### config.mk
export PLATFORM = sky130hd
export DESIGN_NAME = mailbox_wb_ctrl_flat
export DESIGN_NICKNAME = d
export VERILOG_FILES = /design/src/rtl/mailbox_wb_ctrl_if.sv /design/src/rtl/mailbox_wb_ctrl.sv /design/src/flat_wrapper.sv
export SDC_FILE = /design/constraint.sdc
export NUM_CORES = 1
export LEC_CHECK = 0
export CAP_MARGIN = 25
export CORE_AREA = 2 2 59 61
export DETAILED_ROUTE_END_ITERATION = 10
export DIE_AREA = 0 0 61 63
export PLACE_DENSITY = 0.94
export SETUP_SLACK_MARGIN = 0.1
export SLEW_MARGIN = 25
export SYNTH_ARGS = -nofsm -noshare
export SYNTH_HDL_FRONTEND = slang
export SYNTH_SLANG_ARGS = --single-unit
### constraint.sdc
create_clock -name clk -period 4.37 [get_ports clk]
set_input_delay 0.6555 -clock clk [delete_from_list [all_inputs] [get_ports clk]]
set_output_delay 0.6555 -clock clk [all_outputs]
set_load 0.02 [all_outputs]
### src/rtl/mailbox_wb_ctrl_if.sv
// Wishbone-classic slave-side bus bundle for the mailbox controller.
interface mailbox_wb_ctrl_if;
    localparam int unsigned ADR_W  = 2;
    localparam int unsigned DATA_W = 8;

    logic              wb_cyc_i;
    logic              wb_stb_i;
    logic              wb_we_i;
    logic [ADR_W-1:0]  wb_adr_i;
    logic [DATA_W-1:0] wb_dat_i;
    logic [DATA_W-1:0] wb_dat_o;
    logic              wb_ack_o;

    modport master (
        output wb_cyc_i, wb_stb_i, wb_we_i, wb_adr_i, wb_dat_i,
        input  wb_dat_o, wb_ack_o
    );

    modport slave (
        input  wb_cyc_i, wb_stb_i, wb_we_i, wb_adr_i, wb_dat_i,
        output wb_dat_o, wb_ack_o
    );
endinterface

### src/rtl/mailbox_wb_ctrl.sv
// Wishbone slave sequencing the mailbox FIFO pair: clean one-cycle push/pop
// strobes, flush, sticky over/underflow flags and a level interrupt.
module mailbox_wb_ctrl #(
    parameter  int unsigned FLUSH_CYCLES = 2,
    localparam int unsigned DATA_W       = 8
) (
    input  logic              clk,
    input  logic              reset_n,
    mailbox_wb_ctrl_if.slave  wb,
    output logic              out_write_strobe,
    output logic [DATA_W-1:0] out_data,
    input  logic              out_full,
    input  logic              out_not_empty,
    output logic              in_read_strobe,
    input  logic [DATA_W-1:0] in_data,
    input  logic              in_not_empty,
    input  logic              in_full,
    output logic              fifo_flush,
    output logic              irq
);
    localparam int unsigned CNT_W     = (FLUSH_CYCLES > 1) ? $clog2(FLUSH_CYCLES) : 1;
    localparam int unsigned CLR_BIT   = 6;
    localparam int unsigned FLUSH_BIT = 7;

    localparam logic [1:0] ADR_DATA   = 2'd0;
    localparam logic [1:0] ADR_STATUS = 2'd1;
    localparam logic [1:0] ADR_CTRL   = 2'd2;

    typedef enum logic [2:0] {
        S_IDLE, S_STROBE, S_SETTLE, S_ACK, S_FLUSH
    } state_t;

    state_t            state, state_nxt;
    logic [CNT_W-1:0]  cnt, cnt_nxt;
    logic [1:0]        ctrl_en, ctrl_nxt;
    logic              overflow, ovf_nxt;
    logic              underflow, unf_nxt;
    logic              rd_op, rd_op_nxt;
    logic              abort, abort_nxt;
    logic              out_ws_nxt, in_rs_nxt, flush_nxt, irq_nxt, ack_nxt;
    logic [DATA_W-1:0] out_data_nxt, dat_o_nxt;
    logic [DATA_W-1:0] status_c;

    assign status_c = {2'b00, underflow, overflow, out_full, out_not_empty, in_full, in_not_empty};

    // Next-state and next-output decode
    always_comb begin
        state_nxt    = state;
        cnt_nxt      = cnt;
        ctrl_nxt     = ctrl_en;
        ovf_nxt      = overflow;
        unf_nxt      = underflow;
        rd_op_nxt    = rd_op;
        abort_nxt    = abort | ~wb.wb_cyc_i;
        out_ws_nxt   = 1'b0;
        in_rs_nxt    = 1'b0;
        flush_nxt    = 1'b0;
        out_data_nxt = out_data;
        dat_o_nxt    = wb.wb_dat_o;
        irq_nxt      = (ctrl_en[0] & in_not_empty) | (ctrl_en[1] & ~out_full);

        case (state)
            S_IDLE: begin
                abort_nxt = 1'b0;
                if (wb.wb_cyc_i && wb.wb_stb_i) begin
                    rd_op_nxt = ~wb.wb_we_i;
                    state_nxt = S_ACK;
                    case (wb.wb_adr_i)
                        ADR_DATA: begin
                            if (wb.wb_we_i) begin
                                if (!out_full) begin
                                    out_data_nxt = wb.wb_dat_i;
                                    out_ws_nxt   = 1'b1;
                                    state_nxt    = S_STROBE;
                                end else begin
                                    ovf_nxt = 1'b1;
                                end
                            end else if (in_not_empty) begin
                                in_rs_nxt = 1'b1;
                                state_nxt = S_STROBE;
                            end else begin
                                unf_nxt   = 1'b1;
                                dat_o_nxt = '0;
                            end
                        end
                        ADR_STATUS: begin
                            if (!wb.wb_we_i) dat_o_nxt = status_c;
                        end
                        ADR_CTRL: begin
                            if (wb.wb_we_i) begin
                                ctrl_nxt = wb.wb_dat_i[1:0];
                                if (wb.wb_dat_i[CLR_BIT]) begin
                                    ovf_nxt = 1'b0;
                                    unf_nxt = 1'b0;
                                end
                                if (wb.wb_dat_i[FLUSH_BIT]) begin
                                    flush_nxt = 1'b1;
                                    cnt_nxt   = CNT_W'(FLUSH_CYCLES - 1);
                                    state_nxt = S_FLUSH;
                                end
                            end else begin
                                dat_o_nxt = DATA_W'(ctrl_en);
                            end
                        end
                        default: begin
                            if (!wb.wb_we_i) dat_o_nxt = '0;
                        end
                    endcase
                end
            end
            // Head byte is captured while the pop strobe is high, before it takes effect
            S_STROBE: begin
                if (rd_op) dat_o_nxt = in_data;
                state_nxt = S_SETTLE;
            end
            S_SETTLE: state_nxt = S_ACK;
            S_ACK:    state_nxt = S_IDLE;
            S_FLUSH: begin
                if (cnt == '0) begin
                    state_nxt = S_ACK;
                end else begin
                    cnt_nxt   = cnt - CNT_W'(1);
                    flush_nxt = 1'b1;
                end
            end
            default: state_nxt = S_IDLE;
        endcase

        // A master that abandoned its cycle never sees the acknowledge
        ack_nxt = (state_nxt == S_ACK) && !abort_nxt;
    end

    // State and registered outputs
    always_ff @(posedge clk or negedge reset_n) begin
        if (!reset_n) begin
            state            <= S_IDLE;
            cnt              <= '0;
            ctrl_en          <= '0;
            overflow         <= 1'b0;
            underflow        <= 1'b0;
            rd_op            <= 1'b0;
            abort            <= 1'b0;
            out_write_strobe <= 1'b0;
            in_read_strobe   <= 1'b0;
            fifo_flush       <= 1'b0;
            irq              <= 1'b0;
            out_data         <= '0;
            wb.wb_dat_o      <= '0;
            wb.wb_ack_o      <= 1'b0;
        end else begin
            state            <= state_nxt;
            cnt              <= cnt_nxt;
            ctrl_en          <= ctrl_nxt;
            overflow         <= ovf_nxt;
            underflow        <= unf_nxt;
            rd_op            <= rd_op_nxt;
            abort            <= abort_nxt;
            out_write_strobe <= out_ws_nxt;
            in_read_strobe   <= in_rs_nxt;
            fifo_flush       <= flush_nxt;
            irq              <= irq_nxt;
            out_data         <= out_data_nxt;
            wb.wb_dat_o      <= dat_o_nxt;
            wb.wb_ack_o      <= ack_nxt;
        end
    end
endmodule

### src/flat_wrapper.sv
// flat-port wrapper written by rule: the top's interface ports become plain ports
module mailbox_wb_ctrl_flat 
#(
    parameter  int unsigned FLUSH_CYCLES = 2,
    localparam int unsigned DATA_W       = 8
)
  (clk, reset_n, out_write_strobe, out_data, out_full, out_not_empty, in_read_strobe, in_data, in_not_empty, in_full, fifo_flush, irq, wb_wb_cyc_i, wb_wb_stb_i, wb_wb_we_i, wb_wb_adr_i, wb_wb_dat_i, wb_wb_dat_o, wb_wb_ack_o);
  mailbox_wb_ctrl_if wb_i ();
  input  logic clk;
  input  logic reset_n;
  output logic out_write_strobe;
  output logic [DATA_W-1:0] out_data;
  input  logic out_full;
  input  logic out_not_empty;
  output logic in_read_strobe;
  input  logic [DATA_W-1:0] in_data;
  input  logic in_not_empty;
  input  logic in_full;
  output logic fifo_flush;
  output logic irq;
  input wire logic [$bits(wb_i.wb_cyc_i)-1:0] wb_wb_cyc_i;
  input wire logic [$bits(wb_i.wb_stb_i)-1:0] wb_wb_stb_i;
  input wire logic [$bits(wb_i.wb_we_i)-1:0] wb_wb_we_i;
  input wire logic [$bits(wb_i.wb_adr_i)-1:0] wb_wb_adr_i;
  input wire logic [$bits(wb_i.wb_dat_i)-1:0] wb_wb_dat_i;
  output wire logic [$bits(wb_i.wb_dat_o)-1:0] wb_wb_dat_o;
  output wire logic [$bits(wb_i.wb_ack_o)-1:0] wb_wb_ack_o;
  assign wb_i.wb_cyc_i = wb_wb_cyc_i;
  assign wb_i.wb_stb_i = wb_wb_stb_i;
  assign wb_i.wb_we_i = wb_wb_we_i;
  assign wb_i.wb_adr_i = wb_wb_adr_i;
  assign wb_i.wb_dat_i = wb_wb_dat_i;
  assign wb_wb_dat_o = wb_i.wb_dat_o;
  assign wb_wb_ack_o = wb_i.wb_ack_o;
  mailbox_wb_ctrl #(.FLUSH_CYCLES(FLUSH_CYCLES)) u_core (.clk(clk), .reset_n(reset_n), .wb(wb_i), .out_write_strobe(out_write_strobe), .out_data(out_data), .out_full(out_full), .out_not_empty(out_not_empty), .in_read_strobe(in_read_strobe), .in_data(in_data), .in_not_empty(in_not_empty), .in_full(in_full), .fifo_flush(fifo_flush), .irq(irq));
endmodule
==> reports/metrics.yaml <==
worst_ep_arrival_time_ps: 2930
first_pass_iters: 4
nNetsFinal: 215
cts_buffers: 5
clkPwrFrac: 0.151
hold_path_depth: 2
cpPeakStageDelay_ps: 490
finalWirelength_um: 3130
period_needed_ps: 2710
dieArea_mm2: 0.00384
crit_required_ps: 4590
cts.sinks: 31
period_share: 0.619
avgRoutedWirePerCell_um: 13.5
reg2reg_depth: 3
maxCapViolCount: 0
timing.rr.end: "u_core.wb.wb_dat_o[2]$_DFFE_PN0P_"
seq_power_share: 0.431
combPwrFrac: 0.418
hp-start: "u_core.rd_op$_DFFE_PN0P_"
hold-path-endpoint: "u_core.rd_op$_DFFE_PN0P_"
cts_hold_buf: 0
crit_path_end_kind: "register"
ys_warn_count: 0
die_w_um: 61
path_cells: "clkdlybuf4s50_1 > inv_1 > ha_1 > nand2_2 > or4b_1 > a211o_1 > mux2_4"
regArea_um2: 776
cts_tree: "done"
grtUsageTotal: 0.183
grt_pass1_wl_um: 5090
crit_buf_inv: 2
clock_latency_ps: 330
dp_hpwl_um: 2420
syn-mean-instance-area_um2: 11.3
ys_ff_latch: 31
r2r_slack_ps: 2350
p_per_area_mw_per_mm2: 499
sw_frac_of_total: 0.354
final_util: 0.642
placed_area_mm2: 0.00202
seq_area_frac_synth: 0.506
crit_fanout: 8
setup_viol: 0
fin_skew_ps: 4.96
clk_pin_slew_ps: 90
n_antenna_cell: 0
hold_viol_final: 0
hold_path_class: "register to register"
relSlewSlack: 0.700
p_leak_nw: 0.945
finalSetupTns_ps: 0
grt_start_max_net_pins: 32
route.detailed.drc: 0
root_buffer: "clkbuf_4"
fin_area_mm2: 0.00207
num_vias: 1183
synth_edf_count: 0
postCtsSetupBuffers: 0
status: "finished, final reports clean"
drv_slew: 0
place.gp.congestion: 0.826
crit_family: "simple AND/OR/NAND/NOR gates"
ant_nets: 0
gr-total-overflow: 0
rows: 21
p_switching_w: 0.000366
grt_pass1_vias: 1152
n_fill_cell: 252
ir_drop_v: 0.000226
async_flop_share: 1.00
netlist_area_mm2: 0.00153
syn_nets: 166
drt_first_iter_violations: 27
r2r_start: "u_core.state[0]$_DFF_PN0_"
cts_resized: 0
area_delta_synth_final_pct: 35.3
synth-main-ff-cell: "dfrtp_1"
slowest_stage: "clkdlybuf4s50_1"
p_int_w: 0.000669
die_y_um: 63
grt_setup_unrepaired: "false"
clockBufferDepth: 2
start_util: 0.474
htreeDepth: 2
antenna_found_initial: 0
path_class: "primary input to register"
vias_per_cell: 5.10
fmax_mhz: 369
cp-start-kind: "primary input"
worstMarginPinSlew_ps: 447
core_area_mm2: 0.00323
synthCells: 136
synth.distinct_cells: 37
multi_input_area_um2: 664
ios: 48
port_buffers: 47
drive_above_1_share: 0.167
-- synth_stat cells, types with 2 or more instances --
library cell   n  area [um^2]
a21oi_1        4         20.0
a22o_1         3         26.3
a22oi_1        2         15.0
and2_1         2         12.5
buf_2          2         10.0
buf_4          2         15.0
buf_6          2         22.5
dfrtp_1       31          776
ha_1           3         37.5
inv_1         11         41.3
mux2_2        10          113
mux2_4         6         90.1
mux2i_1        2         20.0
nand2_1       17         63.8
nand2b_1       3         18.8
nand3_1        2         10.0
nor2_1         5         18.8
nor3_1         2         10.0
nor4_1         2         12.5
o2111ai_1      2         17.5
o21ai_0        6         30.0
or2_2          2         12.5
-- worst register-to-register path, stage by stage (launching register included) --
cell,delay [ps]
dfrtp_1,490
or4b_1,570
a211o_1,480
mux2_4,360
-- layout make-up --
class                           instances  share of cell area
Timing Repair Buffer                   49               0.234
Tap cell                               46              0.0277
Inverter                               11              0.0199
Multi-Input combinational cell         87               0.320
Clock inverter                          1             0.00241
Clock buffer                            7              0.0217
Sequential cell                        31               0.374
-- sequential cells by signal, indices dropped and copies added, names as in the netlist, 2 cells and up --
name,flops
u_core.ctrl_en,2
u_core.wb.wb_dat_o,8
u_core.state,3
u_core.out_data,8
-- per-layer routing --
layer | wire (um) | track usage
met1 | 1330 | 0.224
met2 | 1480 | 0.266
met3 | 263 | 0.0994
met4 | 57 | 0.0734
met5 | 0 | 0
-- worst max path at each step --
stage	from	end	slack, ps	cells past startpoint
after floorplan	wb_wb_adr_i[0]	u_core.wb.wb_dat_o[0]$_DFFE_PN0P_	2000	8
after global placement	wb_wb_adr_i[0]	u_core.wb.wb_dat_o[4]$_DFFE_PN0P_	1400	7
after detailed placement	wb_wb_adr_i[0]	u_core.wb.wb_dat_o[2]$_DFFE_PN0P_	1330	7
after CTS	wb_wb_adr_i[0]	u_core.wb.wb_dat_o[2]$_DFFE_PN0P_	1680	7
after global routing	wb_wb_adr_i[1]	u_core.wb.wb_dat_o[2]$_DFFE_PN0P_	1640	7
final	wb_wb_adr_i[0]	u_core.wb.wb_dat_o[2]$_DFFE_PN0P_	1660	7
-- cells by family after synthesis --
group | after synthesis | synth area share
AOI/OAI and AO/OA | 23 | 0.105
and+or+nand+nor | 43 | 0.159
DFF | 31 | 0.506
buffers and inverters | 18 | 0.0604
muxes | 18 | 0.145
adders and majority gates | 3 | 0.0245
-- cell usage in the layout (no fill, tap or decap) --
cell type	netlist	routed
clkdlybuf4s50_1	0	47
dfrtp_1	31	31
nand2_1	17	17
inv_1	11	11
mux2_2	10	10
o21ai_0	6	6
mux2_4	6	6
nor2_1	5	5
clkbuf_4	0	5
a21oi_1	4	4
nand2b_1	3	3
a22o_1	3	3
ha_1	3	3
nand3_1	2	2
and2_1	2	2
o2111ai_1	2	2
or2_2	2	2
nor3_1	2	2
nor4_1	2	2
mux2i_1	2	2
a22oi_1	2	2
clkbuf_1	1	2
buf_4	2	2
o31ai_1	1	1
nand2_2	1	1
nor4_4	1	1
or3b_2	1	1
nor3b_1	1	1
a311oi_1	1	1
or4_2	1	1
nand4b_2	1	1
or2b_1	1	1
o22ai_1	1	1
a32o_1	1	1
a41o_1	1	1
or4b_1	1	1
a211o_1	1	1
clkinv_2	0	1
-- stage by stage --
step                      hold slack [ps]  std cells  setup WS, ps  power [W]
after detailed placement              472        224          1330   0.000888
after global routing                  534        232          1640    0.00111
after floorplan                       360        136          2000   0.000713
final                                 489        232          1660    0.00104
after CTS                             493        232          1680    0.00105
after global placement                464        224          1400   0.000875
-- power groups by stage --
stage	clock [W]	sequential, W	combinational (W)
floorplan	0	0.000492	0.000221
detailed placement	0	0.000451	0.000437
finish	0.000156	0.000446	0.000433
global placement	0	0.000449	0.000427
global route	0.000177	0.000459	0.000470
CTS	0.000162	0.000446	0.000439
(Power assumes the default switching activity.)
==> variant 1 (same flow settings) <==
Take the reset off `out_data` and load it in a clocked block of its own.
--- a/src/rtl/mailbox_wb_ctrl.sv
+++ b/src/rtl/mailbox_wb_ctrl.sv
@@ -144,7 +144,6 @@
             in_read_strobe   <= 1'b0;
             fifo_flush       <= 1'b0;
             irq              <= 1'b0;
-            out_data         <= '0;
             wb.wb_dat_o      <= '0;
             wb.wb_ack_o      <= 1'b0;
         end else begin
@@ -159,10 +158,13 @@
             in_read_strobe   <= in_rs_nxt;
             fifo_flush       <= flush_nxt;
             irq              <= irq_nxt;
-            out_data         <= out_data_nxt;
             wb.wb_dat_o      <= dat_o_nxt;
             wb.wb_ack_o      <= ack_nxt;
         end
     end
+
+    always_ff @(posedge clk) begin
+        out_data <= out_data_nxt;
+    end
 endmodule
 
Behaviour: not the same (a bounded check fails within 4 cycles, from zero or initial values and one cycle with reset_n low).
==> variant 1 against the original RTL <==
Sequential cell count is the same. Final cell count decreased by 4.7%. Routed wire length fell by 3.3%. Largest cell class unchanged. Sequential power decreased by 5.4%. Synthesized area down 4.2%. Critical path type unchanged. Critical endpoint is now u_core.wb.wb_dat_o[1]$_DFFE_PN0P_. Worst setup slack better by 0.15 ns. Total power fell by 11%. Final area shrank 3.6%.
==> variant 1: results (changes against the original RTL) <==
Yosys
  • Syn_nets: 158 (was 166)
  • Largest cells by area after synthesis: dfrtp_1 39%, edfxtp_1 16%, mux2_4 6.1% (was dfrtp_1 51%, mux2_2 7.3%, mux2_4 5.9%)
  • Sequential area share after synthesis: 55.5% (was 50.6%)
  • Commonest cells post-synth: 23 x dfrtp_1, 17 x nand2_1, 9 x inv_1, 8 x edfxtp_1 (was 31 x dfrtp_1, 17 x nand2_1, 11 x inv_1, 10 x mux2_2)
  • FFs w/ async S/R, synth: 74.2% (was 100%)
  • Post-synth EDFFs: 8 (was 0)
  • Cells after Synth: 128 (was 136)
  • Synth cell types: 39 (was 37)

Power
  • Worst vdd ir: 287 uV (was 226 uV)
  • Leak: 0.854 nW (was 0.945 nW)

Setup path
  • CP max FO: 9 (was 8)
  • Critical path arrival: 2.77 ns (was 2.93 ns)

Place
  • Place WS: 1.48 ns (was 1.33 ns)
  • RD Place Congestion: 0.822 (was 0.826)
  • Area after DPL: 1950 sq um (was 2020 sq um)
  • Placed cells: 213 (was 224)
  • HPWL Detailed: 2350 microns (was 2420 microns)

Cells and area
  • Share of layout cells above drive strength 1: 12.6% (was 16.7%)
  • Fill count: 272 (was 252)
  • Fin nets: 204 (was 215)

GRT
  • Total GRT Usage: 17.6% (was 18.3%)
  • Largest net degree at the start of global routing: 24 (was 32)
  • First-pass GRT wire length: 4960 microns (was 5090 microns)

Worst hold path
  • Worst hold path class: input pin to asynchronous set/reset pin (was flop to flop)

STA
  • Clock Skews: 0.00773 ns (was 0.00496 ns)
  • Max transition margin: 47.4% (was 70.0%)

Routing
  • Final wirelength: 3020 microns (was 3130 microns)
  • Iter 0 DRT Violations: 30 (was 27)

Run status
  • Status: finished clean (unchanged)
[variant 1: cell types whose count changed after synthesis, moves of 3 or more]
cell | before | now
and3_1 | 0 | 3
dfrtp_1 | 31 | 23
edfxtp_1 | 0 | 8
mux2_2 | 10 | 2
[variant 1: area by class of cell]
type | instances | area, sq um | share of cell area, %
well taps | 46 | 57.6 | 2.88
flip-flops and latches | 31 | 816 | 40.8
clock inverters | 3 | 20.0 | 1.00
inverters | 9 | 33.8 | 1.69
multi-input cells | 80 | 571 | 28.5
repair buffers | 47 | 465 | 23.3
clock buffers | 5 | 37.5 | 1.88
[variant 1: metal layers]
metal  up-vias  wire length, microns  part of all wire [%]  GRT usage, %
li1        544                     -                     -             -
met5         -                     0                     0             0
met4         0                    38                   1.3          4.89
met1       526                  1260                    42          20.8
met2        35                  1590                    52          29.8
met3         5                   143                   4.7          5.80
[variant 1: power by group]
| part | internal [mW] | total [mW] | switching (mW) |
|---|---|---|---|
| clock network | 0.0613 | 0.165 | 0.103 |
| logic | 0.174 | 0.333 | 0.159 |
| registers | 0.366 | 0.422 | 0.0566 |
[variant 1: cell families (layout without fill, tap and decap cells)]
kind of cell | Yosys count | after routing | share of synthesized area, %
buf+inv | 17 | 64 | 5.62
simple gates | 45 | 45 | 16.8
mux | 10 | 10 | 9.03
fa+ha+maj | 3 | 3 | 2.56
flops | 31 | 31 | 55.5
compound gates | 22 | 22 | 10.5
[variant 1: worst paths after layout]
check,start,endpoint,slack [ns],cells after the start
max,wb_wb_adr_i[0],u_core.wb.wb_dat_o[1]$_DFFE_PN0P_,1.82,7
min,reset_n,u_core.cnt$_DFFE_PN0P_,0.27,1
max reg2reg,u_core.state[0]$_DFF_PN0_,u_core.wb.wb_dat_o[0]$_DFFE_PN0P_,2.43,4
min reg2reg,u_core.rd_op$_DFFE_PN0P_,u_core.rd_op$_DFFE_PN0P_,0.52,2
max in group asynchronous,reset_n,u_core.in_read_strobe$_DFF_PN0_,3.75,1
min in group clk,u_core.rd_op$_DFFE_PN0P_,u_core.rd_op$_DFFE_PN0P_,0.52,2
[variant 1: worst max-delay path: cells and delay by family]
kind / cells / cell delay [ns]
buffers and inverters: 2 / 0.55
and+or+nand+nor: 1 / 0.54
muxes: 1 / 0.38
AOI/OAI and AO/OA: 2 / 0.35
adders and majority gates: 1 / 0.30
==> variant 2 (same flow settings) <==
Without the edit above. `FLUSH_CYCLES` is set to 2 in 2 places; all go to 4.
--- a/src/rtl/mailbox_wb_ctrl.sv
+++ b/src/rtl/mailbox_wb_ctrl.sv
@@ -1,7 +1,7 @@
 // Wishbone slave sequencing the mailbox FIFO pair: clean one-cycle push/pop
 // strobes, flush, sticky over/underflow flags and a level interrupt.
 module mailbox_wb_ctrl #(
-    parameter  int unsigned FLUSH_CYCLES = 2,
+    parameter  int unsigned FLUSH_CYCLES = 4,
     localparam int unsigned DATA_W       = 8
 ) (
     input  logic              clk,
--- a/src/flat_wrapper.sv
+++ b/src/flat_wrapper.sv
@@ -1,7 +1,7 @@
 // flat-port wrapper written by rule: the top's interface ports become plain ports
 module mailbox_wb_ctrl_flat 
 #(
-    parameter  int unsigned FLUSH_CYCLES = 2,
+    parameter  int unsigned FLUSH_CYCLES = 4,
     localparam int unsigned DATA_W       = 8
 )
   (clk, reset_n, out_write_strobe, out_data, out_full, out_not_empty, in_read_strobe, in_data, in_not_empty, in_full, fifo_flush, irq, wb_wb_cyc_i, wb_wb_stb_i, wb_wb_we_i, wb_wb_adr_i, wb_wb_dat_i, wb_wb_dat_o, wb_wb_ack_o);
Check against the original RTL: not equivalent (Yosys sat finds a counterexample within 4 cycles, from zero or initial values and one cycle with reset_n low).
==> variant 2 against the original RTL <==
Worst setup slack better by 0.24 ns. Total power is 5.3% higher. Sequential power is 3% higher. Routed wire length is 6.3% higher. Final cell count is 2.2% lower. Sequential cell count is 1 higher. Synthesized area is 1.6% lower. Non-clock buffer count stayed put. Synthesized cell count is 6.6% lower. Largest power group unchanged. Critical path depth is 1 lower. Final area is 0.90% higher.
==> variant 2: results (changes against the original RTL) <==
Place
  • RD Place Congestion: 0.906 (was 0.826)
  • Placed cells: 219 (was 224)

STA
  • Measured slew at the worst slew-check pin: 0.615 ns (was 0.447 ns)
  • Final Critical Period: 2.46 ns (was 2.71 ns)
  • Final hold slack: 0.499 ns (was 0.489 ns)
  • Clock Skews: 0.00578 ns (was 0.00496 ns)

Power
  • Worst vdd ir: 307 uV (was 226 uV)
  • Leak: 0.965 nW (was 0.945 nW)
  • Sequential Power Share: 42.1% (was 43.1%)
  • Sw Ratio: 34.3% (was 35.4%)
  • Power density over the cells: 521 nW/um^2 (was 499 nW/um^2)

GRT
  • First-pass GRT wire length: 5720 microns (was 5090 microns)
  • Total GRT Usage: 20.0% (was 18.3%)

Setup path
  • Critical path arrival: 2.69 ns (was 2.93 ns)
  • FF-to-FF path depth: 4 (was 3)
  • R2r endpoint: u_core.out_data[0]$_DFFE_PN0P_ (was u_core.wb.wb_dat_o[2]$_DFFE_PN0P_)
  • Slowest cell on crit path: a2111oi_0 (was clkdlybuf4s50_1)
  • CP endpoint: u_core.wb.wb_dat_o[5]$_DFFE_PN0P_ (was u_core.wb.wb_dat_o[2]$_DFFE_PN0P_)
  • Critical Path Max Stage Delay: 0.61 ns (was 0.49 ns)
  • Top delay family on crit path: compound AO/OA/AOI/OAI gates (was simple AND/OR/NAND/NOR gates)

Routing
  • Routed len/inst: 14.6 microns (was 13.5 microns)
  • Routed vias/inst: 5.26 (was 5.10)

Cells and area
  • Fin nets: 211 (was 215)

Worst hold path
  • Hold endpoint: u_core.wb.wb_dat_o[7]$_DFFE_PN0P_ (was u_core.rd_op$_DFFE_PN0P_)

Yosys
  • Synth cell types: 39 (was 37)
  • Sequential area share after synthesis: 53.1% (was 50.6%)

Run status
  • Status: finished clean (unchanged)
## variant 2: cell types whose count changed after synthesis, moves of 3 or more
cell     change
mux2_4       -6
nand2_1      -4
a22o_1       -3
mux2_2       +6
## variant 2: layout make-up
class,count,area [sq um]
fillers,257,1140
flip-flops and latches,32,801
multi-input cells,83,657
repair buffers,49,485
clock buffers,8,58.8
well taps,46,57.6
inverters,9,33.8
## variant 2: per-layer routing
metal | global-route usage [%] | vias to the layer above | part of all wire (%)
met5 | 0 | - | 0
met3 | 5.18 | 12 | 6.0
met4 | 9.24 | 0 | 3.0
met2 | 31.9 | 49 | 51
met1 | 24.8 | 572 | 40
li1 | - | 560 | -
## variant 2: logic make-up (layout without fill, tap and decap cells)
group           Yosys count  count (layout)  share of synthesized area (%)
mux                      17              17                           12.6
simple gates             34              34                           13.9
flops                    32              32                           53.1
buf+inv                  12              66                           3.32
fa+ha+maj                 4               4                           3.32
compound gates           28              28                           13.8
